===== config.mk =====
export PLATFORM = sky130hd
export DESIGN_NAME = vector_rev_stream
export DESIGN_NICKNAME = d
export VERILOG_FILES = /design/src/rtl/vector_rev_stream.sv
export SDC_FILE = /design/constraint.sdc
export NUM_CORES = 1
export LEC_CHECK = 0
export BUFFER_PORTS_ARGS = -buffer_cell sky130_fd_sc_hd__buf_2
export CAP_MARGIN = 20
export CORE_UTILIZATION = 45
export DETAILED_ROUTE_END_ITERATION = 12
export GPL_ROUTABILITY_DRIVEN = 0
export GPL_TIMING_DRIVEN = 0
export MAX_ROUTING_LAYER = met4
export PLACE_DENSITY_LB_ADDON = 0.12
export SLEW_MARGIN = 20
export SYNTH_ARGS = -nofsm -noshare
export SYNTH_HDL_FRONTEND = slang
export SYNTH_SLANG_ARGS = --single-unit

===== constraint.sdc =====
create_clock -name clk -period 16.11 [get_ports clk]
set_input_delay 3.222 -clock clk [delete_from_list [all_inputs] [get_ports clk]]
set_output_delay 3.222 -clock clk [all_outputs]
set_load 0.02 [all_outputs]

===== src/rtl/vector_rev_stream.sv =====
// vector_rev_stream: collects a frame of up to DEPTH words, then replays it
// in reverse word order, optionally reversing GROUP-bit elements per word.
//
// Ports
//   clk, rst_n            clock, synchronous active-low reset
//   in_valid/in_ready     input handshake; in_ready is high only while filling
//   in_data, in_last      input word and end-of-frame marker
//   rev_en                per-word request to reverse GROUP-bit elements
//   out_valid/out_ready   output handshake; out_valid is high only while draining
//   out_data, out_last    output word and end-of-frame marker
//   out_trunc             frame was closed by the DEPTH limit rather than in_last
//   frame_len             word count of the frame being drained, 0 while filling
module vector_rev_stream #(
  parameter int unsigned WIDTH = 100,
  parameter int unsigned DEPTH = 8,
  parameter int unsigned GROUP = 1
) (
  input  logic                       clk,
  input  logic                       rst_n,
  input  logic                       in_valid,
  output logic                       in_ready,
  input  logic [WIDTH-1:0]           in_data,
  input  logic                       in_last,
  input  logic                       rev_en,
  output logic                       out_valid,
  input  logic                       out_ready,
  output logic [WIDTH-1:0]           out_data,
  output logic                       out_last,
  output logic                       out_trunc,
  output logic [$clog2(DEPTH+1)-1:0] frame_len
);

  localparam int unsigned PTR_W  = $clog2(DEPTH);
  localparam int unsigned LEN_W  = $clog2(DEPTH + 1);
  localparam int unsigned N_ELEM = WIDTH / GROUP;

  typedef enum logic {
    S_FILL  = 1'b0,
    S_DRAIN = 1'b1
  } state_t;

  state_t             r_state;
  state_t             w_state_nxt;
  logic               w_close;
  logic               w_done;

  logic [WIDTH-1:0]   r_mem [DEPTH];
  logic [PTR_W-1:0]   r_wr_ptr;
  logic [PTR_W-1:0]   r_rd_ptr;
  logic [LEN_W-1:0]   r_frame_len;
  logic               r_out_trunc;
  logic               r_out_last;
  logic               r_in_ready;
  logic               r_out_valid;

  logic               w_accept;
  logic               w_emit;
  logic [LEN_W-1:0]   w_count;
  logic               w_full;
  logic [WIDTH-1:0]   w_rev_data;
  logic [WIDTH-1:0]   w_wr_data;

  // Element k of the result is element N_ELEM-1-k of the source.
  function automatic logic [WIDTH-1:0] rev_elems(input logic [WIDTH-1:0] d);
    logic [WIDTH-1:0] r;
    r = '0;
    for (int unsigned k = 0; k < N_ELEM; k++) begin
      r[k*GROUP +: GROUP] = d[(N_ELEM-1-k)*GROUP +: GROUP];
    end
    return r;
  endfunction

  assign w_accept   = in_valid && r_in_ready;
  assign w_emit     = r_out_valid && out_ready;
  // Number of words in the frame once the current accept lands.
  assign w_count    = LEN_W'(r_wr_ptr) + LEN_W'(1);
  assign w_full     = (w_count == LEN_W'(DEPTH));
  assign w_rev_data = rev_elems(in_data);
  assign w_wr_data  = rev_en ? w_rev_data : in_data;

  // State register.
  always_ff @(posedge clk) begin : p_state
    if (!rst_n) begin
      r_state <= S_FILL;
    end else begin
      r_state <= w_state_nxt;
    end
  end

  // Next state; w_close/w_done mark the two phase transitions.
  always_comb begin : p_next
    w_state_nxt = r_state;
    w_close     = 1'b0;
    w_done      = 1'b0;
    case (r_state)
      S_FILL: begin
        if (w_accept && (in_last || w_full)) begin
          w_close     = 1'b1;
          w_state_nxt = S_DRAIN;
        end
      end
      S_DRAIN: begin
        if (w_emit && r_out_last) begin
          w_done      = 1'b1;
          w_state_nxt = S_FILL;
        end
      end
      default: w_state_nxt = S_FILL;
    endcase
  end

  // Pointers, handshake flags and frame descriptors.
  always_ff @(posedge clk) begin : p_ctrl
    if (!rst_n) begin
      r_wr_ptr    <= '0;
      r_rd_ptr    <= '0;
      r_frame_len <= '0;
      r_out_trunc <= 1'b0;
      r_out_last  <= 1'b0;
      r_in_ready  <= 1'b0;
      r_out_valid <= 1'b0;
    end else begin
      r_in_ready  <= (w_state_nxt == S_FILL);
      r_out_valid <= (w_state_nxt == S_DRAIN);

      if (w_close) begin
        // Drain starts at the newest word; trunc only when in_last never came.
        r_wr_ptr    <= '0;
        r_rd_ptr    <= r_wr_ptr;
        r_frame_len <= w_count;
        r_out_trunc <= ~in_last;
        r_out_last  <= (r_wr_ptr == '0);
      end else if (w_accept) begin
        r_wr_ptr    <= r_wr_ptr + PTR_W'(1);
      end

      if (w_done) begin
        r_wr_ptr    <= '0;
        r_rd_ptr    <= '0;
        r_frame_len <= '0;
        r_out_trunc <= 1'b0;
        r_out_last  <= 1'b0;
      end else if (w_emit) begin
        r_rd_ptr    <= r_rd_ptr - PTR_W'(1);
        r_out_last  <= (r_rd_ptr == PTR_W'(1));
      end
    end
  end

  // Frame storage; contents survive reset, only the pointers are cleared.
  always_ff @(posedge clk) begin : p_mem
    if (w_accept) begin
      r_mem[r_wr_ptr] <= w_wr_data;
    end
  end

  assign in_ready  = r_in_ready;
  assign out_valid = r_out_valid;
  assign out_data  = r_mem[r_rd_ptr];
  assign out_last  = r_out_last;
  assign out_trunc = r_out_trunc;
  assign frame_len = r_frame_len;

endmodule


[Word level (Yosys, flattened, before mapping)]
Memories as Yosys holds them, arrays and structs flattened. A register that Yosys moved wholly into a read port is not among the register bits.
Index checks and enable logic that the tools add are counted.
Storage, ports and cells
  word-level logic and storage cells: 41
  RAM bits: 800
  output and inout port bits: 108
  register bits after elaboration: 14
  memories kept: 1
Cells by class
  equal/unequal tests: 2
  add/sub/neg operators: 3
  mux-type cells: 15
  reductions and logical operators: 9
  bitwise operators: 4
Memories
  r_mem: words 8, width 100, rd ports 1, clocked after Yosys merged registers in 1, write ports 1, line 47  | logic [WIDTH-1:0] r_mem [DEPTH];
Operators with widths (number)
  $mux 100: 1
  $mux 3: 4
  $mux 1: 9
  $add 3x1->4 const B: 1
  $eq 4x4->1 const B: 1
  $logic_and 1x1->1: 4
  $not 1->1: 4
  $add 3x1->3 const B: 1
  $eq 3x1->1 const B: 1
  $logic_not 3->1: 1
  $reduce_or 3->1: 1
  $sub 3x1->3 const B: 1
  $pmux 1 s2: 1
  $reduce_bool 2->1: 1
  $reduce_or 2->1: 1
  $logic_or 1x1->1: 1

[Logic depth before layout (Yosys ltp)]
  depth in word-level cells: 10
  mapped depth: 6
  gate-level depth less buffers: 5

[Worst setup path before layout]
Ideal clock, no wire load.
  path kind: in2reg
  start point: in in_valid
  end point: mem r_mem[0][0] (enable)
  data required time: 15305 ps
  slack: 2455 ps
  arrival: 12850 ps
  path buffers: 0
  stages: 2
  cells stage by stage: nand2_1 -> nor4_1
Between the ends
  longest elaborated chain between the ends: 3
RTL lines
  from (decl): line 20  | input logic in_valid,
  $logic_and 1x1->1: line 73  | assign w_accept = in_valid && r_in_ready;
  $mux 1: line 152  | if (w_accept) begin
  $mux 1 (implied by the code): line 153  | r_mem[r_wr_ptr] <= w_wr_data;
  to (decl): line 47
Every way passes these cells.

==> impl_metrics.ini <==
[clock_network]
post_cts_buffers = 0
cts.sinks = 817
hold_buffers = 0
cts.path.max_buffers = 3
htree_num_levels = 3
cts_root_buf = clkbuf_16
insertion_delay_ns = 0.62
cts_made_buffers = 86
path_clk_slew_ns = 0.06
cts_tree = yes
cts_resized = 0

[logic_synthesis]
synth-seq-cells = 817
yosys.cell_types.count = 35
ys.warnings.count = 0
synth_area_mm2 = 0.0328
async_reset_ff_share_pct = 0
syn_inst = 1363
synth-edff-count = 800
synth_top_area_cell = edfxtp_1
syn_area_per_cell_um2 = 24.1
yosysTopAreaCellShare_pct = 73.3
synth_area_leaders = edfxtp_1, mux4_1, mux2_2, dfxtp_1, buf_6
synth-main-ff-cell = edfxtp_1
syn_nets = 1473
synth.yosys.seq_area_share_pct = 74.3

[sta]
holdWs_ns = 0.485
skew_ns = 0.0165
slew_headroom_pct = 34.9
worst_pin_slew_ns = 0.977
period_share_pct = 38.5
finalHoldViolCount = 0
fmax_ghz = 0.161
final_period_minus_worst_setup_slack_ns = 6.20
worst_slack_ns = 9.91
slew_violations = 0
rsz0062_at_grt = false
setup_viol = 0

[setup_path]
r2r-end = r_mem[3][79]$_DFFE_PP_
critPathKind = reg2out
setup.worst_path.end_class = output port
cp_data_arrival_time_ns = 2.98
r2r_start = in_ready$_SDFF_PN0_
cp-start-kind = flop
rr_worst_depth = 9
rrSetupSlack_ns = 12.63
cp_cell_sequence = clkbuf_2 > clkbuf_1 > mux4_1 > mux2_2 > buf_2
critPathMaxStageDelay_ns = 0.65
critPathMaxFanout = 10
critPathSlowestCell = clkbuf_1
cp_data_required_time_ns = 12.89

[final_layout]
drive_gt1_share_pct = 37.4
fill_cells = 5617
layout.nets = 1885
multi_input_area_mm2 = 0.00801
ff_latch_area_mm2 = 0.0244
area_growth_syn_to_layout_pct = 19.0

[outcome]
outcome = completed

[grt]
antenna_found_initial = 4
grt_max_degree = 20
overflow = 0
grt_pass1_vias = 16200
track_usage_pct = 21.1
grt_pass1_wl_um = 109000

[run]
max_cap_violations = 0

[drt]
dr.pass1.iters = 5
vias = 15500
drtAntennaViolNets = 0
drc = 0
vias_per_cell = 5.53
wl_per_cell_um = 26.8
drt_iter0_drc = 1063
routed_wl_um = 75200

[placement]
dp_hpwl_um = 50500
portBuffers = 212
place_ws_ns = 9.69

[power]
power_density_mw_per_mm2 = 121
peakVddDrop_v = 0.0000705
p_leak_nw = 13.1

[die]
die_h_um = 272
core_mm2 = 0.0719
die_x_um = 272
pin_count = 214
die-area_mm2 = 0.0740
rows = 98
start_util_pct = 45.6

[worst_hold_path]
holdPathStages = 2
min_to = frame_len[3]$_SDFFE_PP0P_
hold_path_class = reg2reg
hold_start = frame_len[3]$_SDFFE_PP0P_
[cell usage in the layout (no fill, tap or decap), types with 10 or more instances in the layout]
cell type / Yosys / routed
buf_4: 0 / 51
dfxtp_1: 17 / 17
buf_2: 15 / 261
buf_12: 0 / 10
mux2_2: 200 / 200
bufinv_16: 0 / 11
clkinv_2: 0 / 11
edfxtp_1: 800 / 800
mux4_1: 200 / 200
clkbuf_16: 0 / 89
buf_6: 22 / 32
clkinv_1: 0 / 21
clkbuf_1: 31 / 49
[registers in the layout, indices dropped and copies added (netlist names), named ones only]
register,count
r_wr_ptr,3
r_rd_ptr,3
out_valid,1
in_ready,1
r_mem,800
frame_len,4
out_trunc,1
out_last,1
[synthesized netlist by cell type, types with 3 or more instances]
| master | instances |
|---|---|
| mux4_1 | 200 |
| inv_1 | 5 |
| a211oi_1 | 5 |
| buf_1 | 4 |
| o21ai_0 | 3 |
| ha_1 | 4 |
| a21oi_1 | 8 |
| mux2_2 | 200 |
| clkbuf_1 | 31 |
| nor3_1 | 8 |
| buf_6 | 22 |
| nor4_1 | 3 |
| nand2_1 | 4 |
| buf_2 | 15 |
| nor2b_1 | 3 |
| nand3_1 | 5 |
| dfxtp_1 | 17 |
| a31oi_1 | 3 |
| nor2_1 | 5 |
| edfxtp_1 | 800 |
[worst max-delay path by stage]
stage | from | to | slack, ns | cells past startpoint
3_5_place_dp | in_valid | r_mem[3][79]$_DFFE_PP_ | 9.69 | 10
4_1_cts | flop | out_data[74] | 9.81 | 5
5_1_grt | flop | out_data[45] | 9.80 | 5
3_3_place_gp | in_valid | r_mem[0][74]$_DFFE_PP_ | -9.38 | 3
6_report | flop | out_data[48] | 9.91 | 5
2_1_floorplan | in_valid | r_mem[0][0]$_DFFE_PP_ | 2.46 | 2
[cell families after synthesis]
kind of cell | after synthesis | share of synthesized area (%)
xor gates and xnor gates | 3 | 0.0801
adders and majority gates | 4 | 0.153
and+or+nand+nor | 34 | 0.542
muxes | 401 | 22.9
DFF | 817 | 74.3
buffers and inverters | 77 | 1.44
AOI/OAI and AO/OA | 27 | 0.572
[critical path: cells and delay by family, from the launching register on]
family / cells / cell delay [ns]
buffers and inverters: 3 / 1.30
muxes: 2 / 0.71
DFF: 1 / 0.36
[stage by stage]
| stage | cells | power, W | util (%) | instance area (um^2) | TNS (ns) |
|---|---|---|---|---|---|
| 6_report | 2802 | 0.00470 | 54.3 | 39000 | 0 |
| 5_1_grt | 2799 | 0.00485 | 54.3 | 39000 | 0 |
| 4_1_cts | 2795 | 0.00476 | 54.3 | 39000 | 0 |
| 3_5_place_dp | 2637 | 0.00278 | 50.3 | 36200 | 0 |
| 3_3_place_gp | 2525 | 0.00278 | 48.8 | 35000 | -2815.31 |
| 2_1_floorplan | 1363 | 0.00265 | - | 32800 | 0 |
[layout make-up]
cell class	instances	share of cell area [%]
plain buffers	72	1.17
repair buffers	324	5.49
flip-flops and latches	817	62.4
multi-input cells	469	20.5
clock inverters	50	1.34
diodes	7	0.0449
inverters	5	0.0481
clock buffers	108	5.89
well taps	950	3.05
[routing by layer]
metal,routed length [um],global-route usage [%]
met1,32000,27.2
met2,38800,35.3
met3,3240,3.26
met4,1190,5.10
met5,0,-
[report_power, final]
group / total (W) / leakage (nW) / switching (W) / internal, W
registers: 0.00238 / 7.36 / 0.00000574 / 0.00238
clock network: 0.00197 / 1.37 / 0.000787 / 0.00119
logic: 0.000350 / 4.37 / 0.000205 / 0.000145
total: 0.00470 / 13.1 / 0.000997 / 0.00371
Note: power is estimated with default switching activity, not from simulation.
